--- src/rtl/alu_pkg.sv ---
// Shared ALU definitions: logic-op encodings and the parity unit's FSM states.
package alu_pkg;

  localparam logic [1:0] OP_AND  = 2'b00;
  localparam logic [1:0] OP_OR   = 2'b01;
  localparam logic [1:0] OP_XOR  = 2'b10;
  localparam logic [1:0] OP_XNOR = 2'b11;

  typedef enum logic [1:0] {
    IDLE = 2'd0,
    SCAN = 2'd1,
    DONE = 2'd2
  } lpu_state_t;

endpackage

--- src/rtl/logic_parity_unit_popcount_chunk.sv ---
// Combinational ones counter for one CHUNK-bit slice of the logic result.
module popcount_chunk #(
  parameter int CHUNK = 1,
  parameter int CNT_W = $clog2(CHUNK + 1)
) (
  input  logic [CHUNK-1:0] i_slice,
  output logic [CNT_W-1:0] o_count
);

  always_comb begin
    o_count = '0;
    for (int i = 0; i < CHUNK; i++) begin
      o_count = o_count + CNT_W'(i_slice[i]);
    end
  end

endmodule

--- src/rtl/logic_parity_unit.sv ---
// Multi-cycle bitwise logic unit: applies AND/OR/XOR/XNOR, extends the result,
// then scans it CHUNK bits per cycle for a ones count and even-parity flag.
module logic_parity_unit
  import alu_pkg::*;
#(
  parameter int WIDTH     = 5,
  parameter int OUT_WIDTH = 32,
  parameter int CHUNK     = 1,
  parameter int SIGN_EXT  = 1,
  parameter int CNT_W     = $clog2(WIDTH + 1)
) (
  input  logic                 clk,
  input  logic                 rst_n,
  input  logic                 in_valid,
  output logic                 in_ready,
  input  logic [1:0]           op,
  input  logic [WIDTH-1:0]     number1,
  input  logic [WIDTH-1:0]     number2,
  output logic                 out_valid,
  input  logic                 out_ready,
  output logic [OUT_WIDTH-1:0] output_result,
  output logic [CNT_W-1:0]     ones_count,
  output logic                 balance
);

  localparam int IDX_W = $clog2(WIDTH + CHUNK + 1);
  localparam int PC_W  = $clog2(CHUNK + 1);

  if (OUT_WIDTH < WIDTH || CHUNK < 1 || CHUNK > WIDTH) begin : g_param_check
    $error("logic_parity_unit: need OUT_WIDTH >= WIDTH and 1 <= CHUNK <= WIDTH");
  end

  lpu_state_t             r_state;
  logic [WIDTH-1:0]       r_calc;
  logic [CNT_W-1:0]       r_cnt;
  logic [IDX_W-1:0]       r_idx;
  logic [OUT_WIDTH-1:0]   r_result;
  logic [CNT_W-1:0]       r_ones;
  logic                   r_balance;
  logic                   r_out_valid;

  logic [WIDTH-1:0]       w_calc;
  logic [WIDTH+CHUNK-1:0] w_padded;
  logic [CHUNK-1:0]       w_slice;
  logic [PC_W-1:0]        w_chunk_cnt;
  logic [CNT_W-1:0]       w_cnt_next;
  logic                   w_last;
  logic [OUT_WIDTH-1:0]   w_ext;

  always_comb begin
    case (op)
      OP_AND:  w_calc = number1 & number2;
      OP_OR:   w_calc = number1 | number2;
      OP_XOR:  w_calc = number1 ^ number2;
      default: w_calc = ~(number1 ^ number2);
    endcase
  end

  // Zero padding above the result masks the tail of a partial last chunk.
  assign w_padded   = {{CHUNK{1'b0}}, r_calc};
  assign w_slice    = CHUNK'(w_padded >> r_idx);
  assign w_cnt_next = r_cnt + CNT_W'(w_chunk_cnt);
  assign w_last     = (int'(r_idx) + CHUNK >= WIDTH);

  popcount_chunk #(
    .CHUNK (CHUNK),
    .CNT_W (PC_W)
  ) u_popcount (
    .i_slice (w_slice),
    .o_count (w_chunk_cnt)
  );

  if (OUT_WIDTH == WIDTH) begin : g_no_ext
    assign w_ext = r_calc;
  end else begin : g_ext
    logic w_fill;
    assign w_fill = (SIGN_EXT != 0) ? r_calc[WIDTH-1] : 1'b0;
    assign w_ext  = {{(OUT_WIDTH-WIDTH){w_fill}}, r_calc};
  end

  always_ff @(posedge clk) begin
    if (!rst_n) begin
      r_state     <= IDLE;
      r_calc      <= '0;
      r_cnt       <= '0;
      r_idx       <= '0;
      r_result    <= '0;
      r_ones      <= '0;
      r_balance   <= 1'b0;
      r_out_valid <= 1'b0;
    end else begin
      case (r_state)
        IDLE: begin
          if (in_valid) begin
            r_calc  <= w_calc;
            r_cnt   <= '0;
            r_idx   <= '0;
            r_state <= SCAN;
          end
        end
        SCAN: begin
          r_cnt <= w_cnt_next;
          r_idx <= r_idx + IDX_W'(CHUNK);
          if (w_last) begin
            r_result    <= w_ext;
            r_ones      <= w_cnt_next;
            r_balance   <= ~w_cnt_next[0];
            r_out_valid <= 1'b1;
            r_state     <= DONE;
          end
        end
        DONE: begin
          if (out_ready) begin
            r_out_valid <= 1'b0;
            r_state     <= IDLE;
          end
        end
        default: r_state <= IDLE;
      endcase
    end
  end

  assign in_ready      = (r_state == IDLE);
  assign out_valid     = r_out_valid;
  assign output_result = r_result;
  assign ones_count    = r_ones;
  assign balance       = r_balance;

endmodule
--- config.mk ---
export PLATFORM = sky130hd
export DESIGN_NAME = logic_parity_unit
export DESIGN_NICKNAME = d
export VERILOG_FILES = /design/src/rtl/alu_pkg.sv /design/src/rtl/logic_parity_unit_popcount_chunk.sv /design/src/rtl/logic_parity_unit.sv
export SDC_FILE = /design/constraint.sdc
export NUM_CORES = 1
export LEC_CHECK = 0
export BUFFER_PORTS_ARGS = -buffer_cell sky130_fd_sc_hd__buf_4
export CORE_MARGIN = 1.5
export CORE_UTILIZATION = 55
export CTS_BUF_LIST = sky130_fd_sc_hd__clkbuf_4 sky130_fd_sc_hd__clkbuf_8
export DETAILED_ROUTE_END_ITERATION = 16
export GPL_ROUTABILITY_DRIVEN = 0
export PLACE_DENSITY_LB_ADDON = 0.3
export SETUP_SLACK_MARGIN = 0.3
export SLEW_MARGIN = 20
export SYNTH_ARGS = -nofsm -noshare
export SYNTH_HDL_FRONTEND = slang
export SYNTH_HIERARCHICAL = 1
export SYNTH_SLANG_ARGS = --single-unit
--- constraint.sdc ---
create_clock -name clk -period 4.6 [get_ports clk]
set_input_delay 1.15 -clock clk [delete_from_list [all_inputs] [get_ports clk]]
set_output_delay 1.15 -clock clk [all_outputs]
set_load 0.03 [all_outputs]
# ---- Word-level counts from Yosys, hierarchy flattened
# Index checks and enable logic that the tools add are counted.
dict set report classes {
  addsub 3
  n_lt_le_gt_ge 1
  eq_ne 7
  shift 1
  muxes 11
  bitwise_logic 5
  n_reduce_logical 9
}
# cell count
set ops {}
lappend ops {{5-bit case mux with 3 select lines} 1}
lappend ops {{3-bit case mux with 2 select lines} 2}
lappend ops {{2-bit two-way mux} 3}
lappend ops {{2-bit inequality test (second input constant)} 3}
lappend ops {{2-bit case mux with 3 select lines} 1}
lappend ops {{2-bit AND reduction} 3}
lappend ops {{3-bit AND reduction} 2}
lappend ops {{5-bit bitwise AND} 1}
lappend ops {{5-bit NOT} 1}
lappend ops {{5-bit bitwise OR} 1}
lappend ops {{5-bit by 3-bit right shift with 1-bit output} 1}
lappend ops {{5-bit bitwise XOR} 1}
lappend ops {{3-bit by 1-bit adder with 4-bit output (second input constant)} 1}
lappend ops {{2-bit by 1-bit equality test with 1-bit output (second input constant)} 2}
lappend ops {{2-bit equality test (second input constant)} 2}
lappend ops {{4-bit by 3-bit >= comparator with 1-bit output (second input constant)} 1}
lappend ops {{2-bit zero test} 2}
lappend ops {{2-bit nonzero test} 2}
lappend ops {{3-bit by 1-bit adder with 3-bit output} 1}
lappend ops {{3-bit by 1-bit adder with 3-bit output (second input constant)} 1}
lappend ops {{3-bit two-way mux} 1}
lappend ops {{1-bit two-way mux} 2}
lappend ops {{1-bit case mux with 2 select lines} 1}
lappend ops {{1-bit NOT} 1}
dict set report word_totals {
  register_bits 23
  output_inout_bits 38
  word_cells 45
}

# ---- Depth between registers and ports, before layout
dict set report logic_depth {
  ltp_word 4
  depth_mapped 9
  mapped_depth_nobuf 8
}

# ---- Modules after synthesis
# The synthesis kept the hierarchy.
# module instances cells_per_inst area_each_um2 seq_area_each_um2
set modules_own_cells {}
lappend modules_own_cells {logic_parity_unit 1 185 1511.4 460.4}
lappend modules_own_cells {popcount_chunk 1 1 7.5 0.0}

# ---- Least setup slack after synthesis
# Ideal clock, no wire load.
dict set report synth_path {
  kind {flip-flop to output port}
  start {reg, netlist name output_result[4]}
  end {out output_result[10]}
  arrival_ps 1209
  required_ps 3450
  slack_ps 2241
  stages_incl_launch_ff 2
  cell_sequence {dfxtp_1 -> buf_4}
}
# item line_no
set synth_rtl {}
lappend synth_rtl {{to (decl)} logic_parity_unit.sv:21} ;# output logic [OUT_WIDTH-1:0] output_result,

==> metrics.txt <==
outcome finished clean; CP top delay family flip-flops; clk sink count 23; drc violations 0; Synth Cell Area 0.00152 mm2; HP Class reg2reg; die area roughly 0.0031 mm2; flop and latch count out of synthesis 23; Pwr per Cell Area approximately 220 mW/mm2; syn_area_per_cell a little over 8 um2; Worst-Skew Late Latency 0.30 ns; most frequent cell after synthesis buf_4; vias in the first global route around 1.0k; Post-Route WL 2580 um; Seq/Total Area, Yosys a little under a third; Cell variety after synth 30; CTS H-tree depth 1; DR vias roughly 1.2k; Synth top area share between 30% and 40%; Critical path buffers and inverters 1; clk root buf clkbuf_4; uppermost layer routed met4; unrepaired setup endpoints after global routing no; commonest cells in the netlist 29 x buf_4, 23 x dfxtp_1, 17 x nand2_1, 16 x inv_1, 15 x o21ai_0; largest net degree at the start of global routing 33; hold_buf cts 0; PortBufs 53; minimum clock period about 2.6 ns; diode count 0; Primary FF master, synth dfxtp_1; relative slew slack between 40% and 50%; worst-path cell chain buf_4; first-pass GRT wire length 4200 um; Via-to-Cell Ratio about 5.3; I/O pin cnt 54; Critical R2R Launch r_idx[1]$_SDFFE_PN0P_; Final Max Tran Viols 0; Detail Route Antenna Nets 0; grt total ovfl 0; Placeable Area ~0.0025 mm2; crit path launch output_result[4]$_SDFFE_PN0P_; CP max FO 29; total negative slack 0 ns; # nets final approximately 240; Worst setup SP type flop; Worst EP required between 3 and 4 ns; Synth area leaders dfxtp_1 30%, buf_4 14%, ha_1 12%, o21ai_0 4.9%, a21oi_1 4.6%; # rows 18; met3 WL post-DR ~220 um; Worst R2R Path Depth 4; worst endpoint data arrival time between 1 and 1.5 ns; WL met1 1140 um; final instance area ~0.0017 mm2; Layout Area Growth over Synthesis 13.8%; peak supply drop ~0.18 mV; Synth async-reset ratio 0%; CTS tree done; Die H about 56 um; slowest CP cell dfxtp_1; Horiz. Die Dim between 50 and 60 um; clock transition at the registers of the reported paths roughly 0.12 ns; leakage dissipation between 0.8 and 0.9 nW; hold_sp output_result[0]$_SDFFE_PN0P_; final hold viol count 0; hold depth 2; Mapped Cells 186; mean routed wirelength per cell around 11 um; fillers around 210; Post-CTS Setup Bufs 0; Max Cap Violations 0; initial antenna violation count 0; met2 WL post-DR 1200 um; 1st-iter DRT viols 25; slew at the pin closest to its max-slew limit between 0.8 and 0.9 ns; critical path's largest stage delay approximately 0.85 ns; Longest Clk Path Bufs 2; CP endpoint kind output port; post-synth top area cell dfxtp_1; Initial Util about three fifths; Fin Clk Skew roughly 0.0038 ns; TritonRoute pass-1 iters 4; total track usage between 10% and 20%; Syn. warnings 6; post-DP HPWL about 1900 um; WS Path Type reg2out; share of cells above drive strength 1 between 20% and 30%; CTS buffer count 3; Finish-stage setup viols 0; Fmax ~390 MHz; DP Area ~0.0017 mm2; Net Count, Synth 216; Post-synth EDFFs 0; Final period util 56.4%; CTS resizes 0; Stages on worst setup path 1
## report_power, final
group	leakage (nW)	switching (mW)	internal (mW)
registers	0.187	0.00596	0.206
clock network	0.0184	0.0567	0.0397
logic	0.615	0.0361	0.0294
## layer usage
| metal | global-route usage (%) | up-vias |
|---|---|---|
| li1 | - | 638 |
| met1 | 21.0 | 550 |
| met2 | 28.1 | 54 |
| met3 | 3.04 | 4 |
| met4 | 6.27 | 0 |
| met5 | 0 | - |
## flip-flops by register name, indices dropped and copies added (netlist names)
register and cells:
balance 1, ones_count 3, out_valid 1, output_result 5, r_calc 5, r_cnt 3, r_idx 3, r_state 2
## cells by family after synthesis
group / share of synthesized area, %
xor gates and xnor gates: 3.46
buffers and inverters: 21.6
DFF: 30.3
and+or+nand+nor: 12.9
adders and majority gates: 11.5
muxes: 2.14
AOI/OAI and AO/OA: 18.1
## metrics by stage
stage               power, mW  setup WS, ns  std cells  hold WS [ns]  utilization (%)
finish                  0.374          2.01        236         0.466             67.9
global route            0.397          1.83        236         0.513             67.9
CTS                     0.377          1.97        236         0.469             67.5
detailed placement      0.282          2.27        232         0.454             66.3
global placement        0.278          2.39        232         0.445             66.3
floorplan               0.263          2.24        186         0.444                -
## cell usage in the layout, fill, tap and decap left out, drive strengths merged, types with 2 or more instances in the layout
| master | netlist | routed |
|---|---|---|
| a211oi | 4 | 4 |
| a21oi | 15 | 15 |
| a21boi | 4 | 4 |
| nor2 | 7 | 7 |
| inv | 16 | 16 |
| dfxtp | 23 | 23 |
| and2 | 2 | 2 |
| nor3b | 2 | 2 |
| nand2 | 17 | 17 |
| buf | 34 | 53 |
| clkbuf | 3 | 4 |
| o21ai | 16 | 16 |
| ha | 14 | 14 |
| a31oi | 2 | 2 |
| nand3 | 13 | 13 |
| xor2 | 5 | 5 |
## worst paths after layout
check,end,slack [ns]
max,output_result[27],2.01
min,output_result[0]$_SDFFE_PN0P_,0.47
max reg2reg,output_result[1]$_SDFFE_PN0P_,2.53
min reg2reg,output_result[0]$_SDFFE_PN0P_,0.47
## layout make-up
type                            count  area, um2  share of cell area (%)
Tap cell                           30       37.5                    2.17
Inverter                           16       60.1                    3.48
Clock buffer                        4       30.0                    1.74
Sequential cell                    23        460                    26.6
Timing Repair Buffer               53        398                    23.0
Multi-Input combinational cell    110        742                    42.9
(Power assumes the default switching activity.)
